## config.mk

```make
export PLATFORM = sky130hd
export DESIGN_NAME = hit_scorer
export DESIGN_NICKNAME = d
export VERILOG_FILES = /design/src/rtl/whac_pkg.sv /design/src/rtl/switch_sync_edge.sv /design/src/rtl/hit_scorer.sv
export SDC_FILE = /design/constraint.sdc
export NUM_CORES = 1
export LEC_CHECK = 0
export ABC_AREA = 1
export CELL_PAD_IN_SITES_DETAIL_PLACEMENT = 0
export CELL_PAD_IN_SITES_GLOBAL_PLACEMENT = 1
export CORE_MARGIN = 2
export CORE_UTILIZATION = 42
export DETAILED_ROUTE_END_ITERATION = 10
export GPL_TIMING_DRIVEN = 0
export PLACE_DENSITY = 0.92
export SYNTH_ARGS = -nofsm -noshare
export SYNTH_HDL_FRONTEND = slang
export SYNTH_HIERARCHICAL = 1
export SYNTH_SLANG_ARGS = --single-unit
```

## constraint.sdc

```tcl
create_clock -name clk -period 10.45 [get_ports clk]
set_input_delay 1.045 -clock clk [delete_from_list [all_inputs] [get_ports clk]]
set_output_delay 1.045 -clock clk [all_outputs]
set_load 0.01 [all_outputs]
```

## src/rtl/whac_pkg.sv

```systemverilog
// Shared constants, FSM state type and bit-count helper for the whack-a-mole scoring path.
package whac_pkg;

  localparam int          N_HOLES   = 18;
  localparam int          CNT_W     = 5;
  localparam logic [13:0] SCORE_MAX = 14'd9999;
  localparam logic [6:0]  COMBO_MAX = 7'd99;
  localparam logic [1:0]  BONUS_MAX = 2'd3;

  typedef enum logic {
    ST_IDLE = 1'b0,
    ST_OPEN = 1'b1
  } state_t;

  function automatic logic [CNT_W-1:0] popcount(input logic [N_HOLES-1:0] v);
    logic [CNT_W-1:0] c;
    c = '0;
    for (int i = 0; i < N_HOLES; i++) c = c + CNT_W'(v[i]);
    return c;
  endfunction

endpackage

```

## src/rtl/switch_sync_edge.sv

```systemverilog
// Two-flop switch synchroniser plus toggle detector; every edge on a switch becomes a one-cycle whack.
module switch_sync_edge #(
  parameter int N = 18
) (
  input  logic         i_clk,
  input  logic         i_rst,
  input  logic [N-1:0] i_sw,
  output logic [N-1:0] o_whack
);

  logic [N-1:0] r_meta;
  logic [N-1:0] r_sw_s;
  logic [N-1:0] r_sw_prev;
  logic [1:0]   r_prime;

  always_ff @(posedge i_clk or posedge i_rst) begin
    if (i_rst) begin
      r_meta    <= '0;
      r_sw_s    <= '0;
      r_sw_prev <= '0;
      r_prime   <= '0;
    end else begin
      r_meta    <= i_sw;
      r_sw_s    <= r_meta;
      r_sw_prev <= r_sw_s;
      if (r_prime != 2'd3) r_prime <= r_prime + 2'd1;
    end
  end

  // Masked until sw_prev holds a real post-reset sample, so a switch left high never scores.
  assign o_whack = (r_prime == 2'd3) ? (r_sw_s ^ r_sw_prev) : '0;

endmodule

```

## src/rtl/hit_scorer.sv

```systemverilog
// Mole-window FSM, hit/miss classification and saturating score/combo counters.
module hit_scorer #(
  parameter int N_HOLES = whac_pkg::N_HOLES,
  parameter int SCORE_W = 14,
  parameter int COMBO_W = 7
) (
  input  logic               clk,
  input  logic               rst,
  input  logic               clear,
  input  logic               game_active,
  input  logic               mole_up_window,
  input  logic [N_HOLES-1:0] mole_positions,
  input  logic [N_HOLES-1:0] sw,
  output logic [SCORE_W-1:0] score,
  output logic [COMBO_W-1:0] combo_count,
  output logic [N_HOLES-1:0] hit_mask,
  output logic               hit_pulse,
  output logic               miss_pulse
);

  import whac_pkg::*;

  function automatic logic [SCORE_W-1:0] sat_score(input logic [SCORE_W:0] s);
    return (s > (SCORE_W+1)'(SCORE_MAX)) ? SCORE_W'(SCORE_MAX) : s[SCORE_W-1:0];
  endfunction

  function automatic logic [COMBO_W-1:0] sat_combo(input logic [COMBO_W:0] c);
    return (c > (COMBO_W+1)'(COMBO_MAX)) ? COMBO_W'(COMBO_MAX) : c[COMBO_W-1:0];
  endfunction

  function automatic logic [1:0] combo_bonus(input logic [COMBO_W-1:0] c);
    logic [COMBO_W-1:0] q;
    q = c >> 2;
    return (q > COMBO_W'(BONUS_MAX)) ? BONUS_MAX : q[1:0];
  endfunction

  state_t               r_state;
  logic [N_HOLES-1:0]   r_active;
  logic [N_HOLES-1:0]   r_hit;
  logic [SCORE_W-1:0]   r_score;
  logic [COMBO_W-1:0]   r_combo;
  logic                 r_hit_pulse;
  logic                 r_miss_pulse;

  logic [N_HOLES-1:0]   w_whack;
  logic                 w_open;
  logic                 w_close;
  logic                 w_eval;
  logic [N_HOLES-1:0]   w_amask;
  logic [N_HOLES-1:0]   w_hmask;
  logic [N_HOLES-1:0]   w_hits;
  logic [N_HOLES-1:0]   w_wrong;
  logic [CNT_W-1:0]     w_nhits;
  logic [1:0]           w_bonus;
  logic [6:0]           w_points;
  logic [SCORE_W:0]     w_score_sum;
  logic [COMBO_W:0]     w_combo_sum;

  state_t               w_state_nxt;
  logic [N_HOLES-1:0]   w_active_nxt;
  logic [N_HOLES-1:0]   w_hit_nxt;
  logic [SCORE_W-1:0]   w_score_nxt;
  logic [COMBO_W-1:0]   w_combo_nxt;
  logic                 w_hp_nxt;
  logic                 w_mp_nxt;

  switch_sync_edge #(.N(N_HOLES)) u_sync (
    .i_clk   (clk),
    .i_rst   (rst),
    .i_sw    (sw),
    .o_whack (w_whack)
  );

  assign w_open  = (r_state == ST_IDLE) && mole_up_window && game_active;
  assign w_close = (r_state == ST_OPEN) && !(mole_up_window && game_active);
  assign w_eval  = w_open || ((r_state == ST_OPEN) && !w_close);

  // On the opening cycle the mask being latched is already the one whacks are judged against.
  assign w_amask = w_open ? mole_positions : r_active;
  assign w_hmask = w_open ? '0 : r_hit;
  assign w_hits  = w_eval ? (w_whack & w_amask & ~w_hmask) : '0;
  assign w_wrong = w_eval ? (w_whack & ~w_amask) : '0;

  assign w_nhits     = popcount(w_hits);
  assign w_bonus     = combo_bonus(r_combo);
  assign w_points    = 7'(w_nhits) * (7'(w_bonus) + 7'd1);
  assign w_score_sum = (SCORE_W+1)'(r_score) + (SCORE_W+1)'(w_points);
  assign w_combo_sum = (COMBO_W+1)'(r_combo) + (COMBO_W+1)'(w_nhits);

  always_comb begin
    w_state_nxt  = r_state;
    w_active_nxt = r_active;
    w_hit_nxt    = r_hit;
    w_score_nxt  = r_score;
    w_combo_nxt  = r_combo;
    w_hp_nxt     = 1'b0;
    w_mp_nxt     = 1'b0;
    if (w_open) begin
      w_state_nxt  = ST_OPEN;
      w_active_nxt = mole_positions;
      w_hit_nxt    = '0;
    end
    if (w_close) begin
      w_state_nxt = ST_IDLE;
      if (|(r_active & ~r_hit)) begin
        w_mp_nxt    = 1'b1;
        w_combo_nxt = '0;
      end
    end
    if (|w_hits) begin
      w_score_nxt = sat_score(w_score_sum);
      w_combo_nxt = sat_combo(w_combo_sum);
      w_hit_nxt   = w_hmask | w_hits;
      w_hp_nxt    = 1'b1;
    end
    // A wrong whack breaks the streak even when it lands alongside a hit.
    if (|w_wrong) w_combo_nxt = '0;
  end

  always_ff @(posedge clk or posedge rst) begin
    if (rst) begin
      r_state      <= ST_IDLE;
      r_active     <= '0;
      r_hit        <= '0;
      r_score      <= '0;
      r_combo      <= '0;
      r_hit_pulse  <= 1'b0;
      r_miss_pulse <= 1'b0;
    end else if (clear) begin
      r_state      <= ST_IDLE;
      r_active     <= '0;
      r_hit        <= '0;
      r_score      <= '0;
      r_combo      <= '0;
      r_hit_pulse  <= 1'b0;
      r_miss_pulse <= 1'b0;
    end else begin
      r_state      <= w_state_nxt;
      r_active     <= w_active_nxt;
      r_hit        <= w_hit_nxt;
      r_score      <= w_score_nxt;
      r_combo      <= w_combo_nxt;
      r_hit_pulse  <= w_hp_nxt;
      r_miss_pulse <= w_mp_nxt;
    end
  end

  assign score       = r_score;
  assign combo_count = r_combo;
  assign hit_mask    = r_hit;
  assign hit_pulse   = r_hit_pulse;
  assign miss_pulse  = r_miss_pulse;

endmodule

```

Word level (Yosys, flattened, before mapping)
Cells that the tools add are included.

Word-level logic and storage cells: 90. Input port bits: 41. Output and inout bits: 41. Register bits after elaboration: 116.

Bitwise gates (word level): 10. Reduce and logical (&&, ||, !) cells: 16. Muxes and demuxes: 26. $mul: 1. Equality and inequality tests: 2. Order comparisons: 3. Add/sub/neg operators: 21.

Operators with widths (count): two-way mux 18 bit (8); bitwise AND 18 bit (4); adder 5 x 1 -> 5 bit (13); NOT 18 bit (3); OR reduction 18 bit (3); two-way mux 14 bit (3); two-way mux 7 bit (6); OR 18 bit (1); bitwise XOR 18 bit (1); adder 14 x 7 -> 15 bit (1); > comparator 15 x 14 -> 1 bit, second input constant (1); adder 7 x 5 -> 8 bit (1); > comparator 8 x 7 -> 1 bit, second input constant (1); two-way mux 1 bit (8); nonzero test 4 bit (2); multiplier 5 x 3 -> 7 bit (1); adder 4 x 1 -> 5 bit (1); > comparator 5 x 2 -> 1 bit, second input constant (1); logical AND 1 bit (5); adder 3 x 1 -> 4 bit (1); adder 2 x 1 -> 3 bit (1); adder 2 x 1 -> 3 bit, second input constant (1); nonzero test 3 bit (1); adder 1 x 1 -> 2 bit (1); other kinds (9) (10).

Depth between registers and ports, before layout
Depth after elaboration: 30. Gate-level depth with buffers: 48. Depth with buffers taken out: 46.

Hierarchy
Netlist, hierarchy kept.

Modules (own cells, without submodules): hit_scorer (seq. area each 1501.4 µm², times used 1, cells an instance 709, area each 5037.3 µm²); switch_sync_edge (seq. area each 1401.3 µm², times used 1, cells an instance 137, area each 1757.9 µm²).

Worst setup path after synthesis
Ideal clock, no wire load.

Path type: input-to-reg. Start point: in mole_up_window. End point: reg r_score[0], in the netlist score[0]. Path buffers: 2. Stages on the path: 41. Arrival: 8.496 ns. Setup time: 0.116 ns. Path slack: 1.837 ns. Data required time: 10.334 ns. Path through: nand2_4 -> nor2_8 -> buf_2 -> o21ai_0 -> nor4_1 -> fa_1 -> inv_1 -> fa_1 -> fa_1 -> fa_1 -> fa_1 -> inv_1 -> ha_1 -> fa_1 -> xor2_1 -> nand2_1 -> fa_1 -> inv_1 -> [... 5 more ...] -> xor2_1 -> inv_1 -> ha_1 -> nand2_1 -> inv_1 -> a21boi_0 -> nand2_1 -> nand2_1 -> nand2_1 -> nand2_1 -> nand2_1 -> nor2_1 -> nand3_1 -> nand3_1 -> buf_2 -> nand2_1 -> nand2_1 -> nand2_1.

Cells in the longest elaborated chain, start to end: 30. Elaborated cells between the ends (all ways): 39. Classes of those cells: add/sub (18); mul (1); order compare (1); mux (6); bitwise (3); reduce/logical (10).

RTL lines: start, declared (line hit_scorer.sv:11) `input logic mole_up_window,`; parallel branches: the longest is 6 deep, another holds two-way mux 18 bit; two-way mux 18 bit (*) (line hit_scorer.sv:81) `assign w_hits = w_eval ? (w_whack & w_amask & ~w_hmask) : '0;`; adder 1 x 1 -> 2 bit (line whac_pkg.sv:18) `for (int i = 0; i < N_HOLES; i++) c = c + CNT_W'(v[i]);`; adder 2 x 1 -> 3 bit (line whac_pkg.sv:18); adder 3 x 1 -> 4 bit (line whac_pkg.sv:18); adder 4 x 1 -> 5 bit (line whac_pkg.sv:18); adder 5 x 1 -> 5 bit (13 in series) (line whac_pkg.sv:18); multiplier 5 x 3 -> 7 bit (line hit_scorer.sv:86) `assign w_points = 7'(w_nhits) * (7'(w_bonus) + 7'd1);`; adder 14 x 7 -> 15 bit (line hit_scorer.sv:87) `assign w_score_sum = (SCORE_W+1)'(r_score) + (SCORE_W+1)'(w_points);`; > comparator 15 x 14 -> 1 bit (line hit_scorer.sv:24) `return (s > (SCORE_W+1)'(SCORE_MAX)) ? SCORE_W'(SCORE_MAX) : s[SCORE_W-1:0];`; two-way mux 14 bit (line hit_scorer.sv:24); two-way mux 14 bit (line hit_scorer.sv:110) `if (|w_hits) begin`; two-way mux 14 bit (line hit_scorer.sv:129) `end else if (clear) begin`; end signal, assigned (line hit_scorer.sv:141) `r_score <= w_score_nxt;`; end, declared (line hit_scorer.sv:40) `logic [SCORE_W-1:0] r_score;`.

Every way passes the cells marked *. The select of a mux whose other input is x is not followed. A chain may end at the register's enable or synchronous reset.

Worst setup path in the final report
Start point: in mole_up_window. End point: reg r_score[9], in the netlist score[9].

The elaborated chain is that of the path after synthesis.

==> flow_summary.json <==
{
  "status": "finished clean",
  "detail_route.wirelength_um": 16600,
  "clock_buffer_count_from_cts": 17,
  "fp-row-count": 46,
  "hold_violations": 0,
  "cts.sinks": 116,
  "grt_max_degree": 45,
  "criticalPathCategory": "in2reg",
  "ys_warn_count": 6,
  "nNetsFinal": 1037,
  "yosysTopAreaCellShare_pct": 42.7,
  "cp_max_fo": 10,
  "max_slew.worst_pin.slew_ns": 0.614,
  "die_w_um": 131,
  "routabilityCongestion": 0.918,
  "p_per_area_nw_per_um2": 149,
  "final_period_minus_worst_setup_slack_ns": 9.70,
  "cts_setup_buffers": 0,
  "synth_largest_area_cell": "sky130_fd_sc_hd__dfrtp_1",
  "finalPower_uw": 1280,
  "cap_violations": 0,
  "rsz0062_at_grt": "no",
  "vdd_drop_max_mv": 0.130,
  "cp-start-kind": "input port",
  "layout_worst_path_cycle_share_pct": 92.8,
  "area_delta_synth_final_pct": 25.7,
  "cp_data_required_time_ns": 10.77,
  "first_iter_violations": 372,
  "hp-class": "reg2reg",
  "clock_latency_ns": 0.42,
  "placement.cell_area_um2": 7920,
  "cp.arrival_ns": 10.02,
  "synth.lib_cells_used.distinct": 43,
  "synthArstFlopShare_pct": 100,
  "area_enclosed_by_the_die_boundary_um2": 17200,
  "ratio_of_cells_with_drive_above_1_in_the_final_layout_pct": 10.5,
  "syn-mean-instance-area_um2": 8.03,
  "synthesis.nets": 935,
  "r2r_slack_ns": 1.35,
  "grt_use_total_pct": 20.1,
  "timing.final.max_slew_violations": 0,
  "port-buffer-count": 81,
  "floorplan.die.height_um": 131,
  "clock.fmax_mhz": 103,
  "final-setup-viol-count": 0,
  "routed_via_density": 4.84,
  "synth.cell_area_um2": 6800,
  "regToRegStartpoint": "u_sync/r_prime[0]",
  "setup_tns_ns": 0,
  "grt_pass1_vias": 5473,
  "cpPeakStageDelay_ns": 0.54,
  "hold_end": "u_sync/r_sw_s[16]",
  "cts_tree": "built",
  "critical_path.top_delay_family": "adder cells",
  "yosys-top-cells-count": "sky130_fd_sc_hd__nand2_1, sky130_fd_sc_hd__inv_1, sky130_fd_sc_hd__dfrtp_1, sky130_fd_sc_hd__nor2_1, sky130_fd_sc_hd__nand3_1",
  "max-slew-margin-rel_pct": 59.1,
  "global_route_wire_length_before_repair_um": 27400,
  "clock_slew_at_reported_path_ffs_ns": 0.06,
  "worst_slack_placed_ns": 0.215,
  "routed-via-count": 5693,
  "cell_count_after_synthesis": 846,
  "fp.coreArea_um2": 15800,
  "final_area_um2": 8540,
  "start_util_pct": 42.9,
  "critical_path.most_common_cell": "sky130_fd_sc_hd__nand2_1",
  "cell_with_the_largest_stage_delay_on_the_worst_path": "sky130_fd_sc_hd__fa_1",
  "avgRoutedWirePerCell_um": 14.1,
  "ff2ff_path_depth": 42,
  "route.antenna.remaining_nets": 0,
  "postCtsHoldBufs": 0,
  "rr_endpoint": "score[9]",
  "most_used_flip_flop_cell_after_synthesis": "sky130_fd_sc_hd__dfrtp_1",
  "htree_num_levels": 4,
  "postSynthRegisterBits": 116,
  "detailedPlacementHpwl_um": 12700,
  "synth-edff-count": 0,
  "drt_first_pass_iters": 5,
  "dominant_cell_by_count_in_the_synthesized_netlist": "sky130_fd_sc_hd__nand2_1",
  "seq_area_frac_synth_pct": 42.7,
  "globalRouteOverflowTotal": 0,
  "finalWorstSetupSlack_ns": 0.751,
  "static-leakage-power_uw": 0.00446,
  "worst_setup_path_end_kind": "flop",
  "drc": 0,
  "antenna-diode-count": 0,
  "cts.repair.resized": 0,
  "ctsRootBufferMaster": "sky130_fd_sc_hd__clkbuf_16",
  "worstPathBufferInverterCount": 11,
  "hold_start": "u_sync/r_meta[16]",
  "clk_path_buf_depth": 2,
  "initial_antenna_violation_count": 0,
  "top_level_pins": 82,
  "timing.hold.worst_path_depth": 0,
  "clock-skew-final_ns": 0.00665,
  "synth_area_leaders": "sky130_fd_sc_hd__dfrtp_1, sky130_fd_sc_hd__nand2_1, sky130_fd_sc_hd__inv_1"
}
-- stage by stage --
stage | cells | hold slack (ns) | util [%]
2_1_floorplan | 846 | 0.331 | -
3_3_place_gp | 1143 | 0.331 | 49.8
3_5_place_dp | 1145 | 0.335 | 50.0
4_1_cts | 1177 | 0.348 | 53.9
5_1_grt | 1177 | 0.351 | 54.0
6_report | 1177 | 0.344 | 54.0
-- layout make-up --
cell class	instances	area [µm²]
inverters	129	489
fillers	1459	7290
multi-input cells	584	3260
repair buffers	83	851
plain buffers	17	156
clock buffers	17	425
flip-flops and latches	116	2900
clock inverters	15	186
well taps	216	270
-- how the worst max path moves through the flow --
stage | startpoint | end | cells past startpoint
after floorplan | mole_up_window | score[0] | 41
after global placement | mole_up_window | score[10] | 41
after detailed placement | mole_up_window | score[0] | 42
after CTS | mole_up_window | score[0] | 42
after global routing | mole_up_window | score[0] | 41
final | mole_up_window | score[9] | 46
-- worst reg2reg max path, delay by kind of cell, from the launching register on --
family / cells / cell delay (ns)
adder cells (fa/ha/maj): 12 / 4.72
AO/OA/AOI/OAI: 1 / 0.22
XOR/XNOR: 3 / 0.69
buffers and inverters: 7 / 0.78
flip-flops: 1 / 0.39
AND/OR/NAND/NOR: 19 / 2.21
-- power breakdown --
part	internal, µW	leakage, µW	switching [µW]
combinational	75.7	0.00269	111
sequential	471	0.00147	13.7
clock	363	0.000303	241
-- routing by layer --
metal	global-route usage, %	up-vias	wire length, µm
met4	5.98	0	253
met1	28.4	2656	7880
li1	-	2867	-
met2	31.6	145	7550
met5	0	-	0
met3	4.01	25	890
-- cells in the final DEF, fill, tap and decap left out, types with 4 or more instances in the layout --
cell type / synthesis / routed
sky130_fd_sc_hd__a21oi_1: 22 / 22
sky130_fd_sc_hd__buf_12: 2 / 4
sky130_fd_sc_hd__buf_6: 7 / 7
sky130_fd_sc_hd__clkbuf_1: 4 / 4
sky130_fd_sc_hd__clkbuf_16: 0 / 17
sky130_fd_sc_hd__clkdlybuf4s50_1: 0 / 81
sky130_fd_sc_hd__dfrtp_1: 116 / 116
sky130_fd_sc_hd__fa_1: 18 / 18
sky130_fd_sc_hd__ha_1: 30 / 30
sky130_fd_sc_hd__inv_1: 120 / 118
sky130_fd_sc_hd__inv_2: 7 / 9
sky130_fd_sc_hd__inv_6: 0 / 5
sky130_fd_sc_hd__inv_8: 0 / 5
sky130_fd_sc_hd__nand2_1: 246 / 246
sky130_fd_sc_hd__nand2_2: 6 / 6
sky130_fd_sc_hd__nand3_1: 51 / 51
sky130_fd_sc_hd__nand3_2: 4 / 4
sky130_fd_sc_hd__nand4_1: 23 / 23
sky130_fd_sc_hd__nor2_1: 104 / 104
sky130_fd_sc_hd__nor2_2: 8 / 8
sky130_fd_sc_hd__o21ai_0: 8 / 8
sky130_fd_sc_hd__o21ai_1: 7 / 7
sky130_fd_sc_hd__o21ai_2: 8 / 8
sky130_fd_sc_hd__o22ai_1: 5 / 5
sky130_fd_sc_hd__or2_2: 5 / 5
sky130_fd_sc_hd__xnor2_1: 5 / 5
sky130_fd_sc_hd__xor2_1: 7 / 7
-- state kept, by name, indices dropped and copies added (netlist names), 2 cells and up --
name              flops
u_sync/r_sw_prev     18
r_active             18
hit_mask             18
combo_count           7
u_sync/r_prime        2
u_sync/r_sw_s        18
u_sync/r_meta        18
score                14
-- kinds of logic (layout without fill, tap and decap cells) --
| group | Yosys count | after routing | share of synthesized area [%] |
|---|---|---|---|
| and+or+nand+nor | 464 | 464 | 29.9 |
| buffers and inverters | 146 | 261 | 9.50 |
| DFF | 116 | 116 | 42.7 |
| AOI/OAI and AO/OA | 60 | 60 | 5.49 |
| adders and majority gates | 48 | 48 | 10.8 |
| xor gates and xnor gates | 12 | 12 | 1.55 |
(Power assumes the default switching activity.)
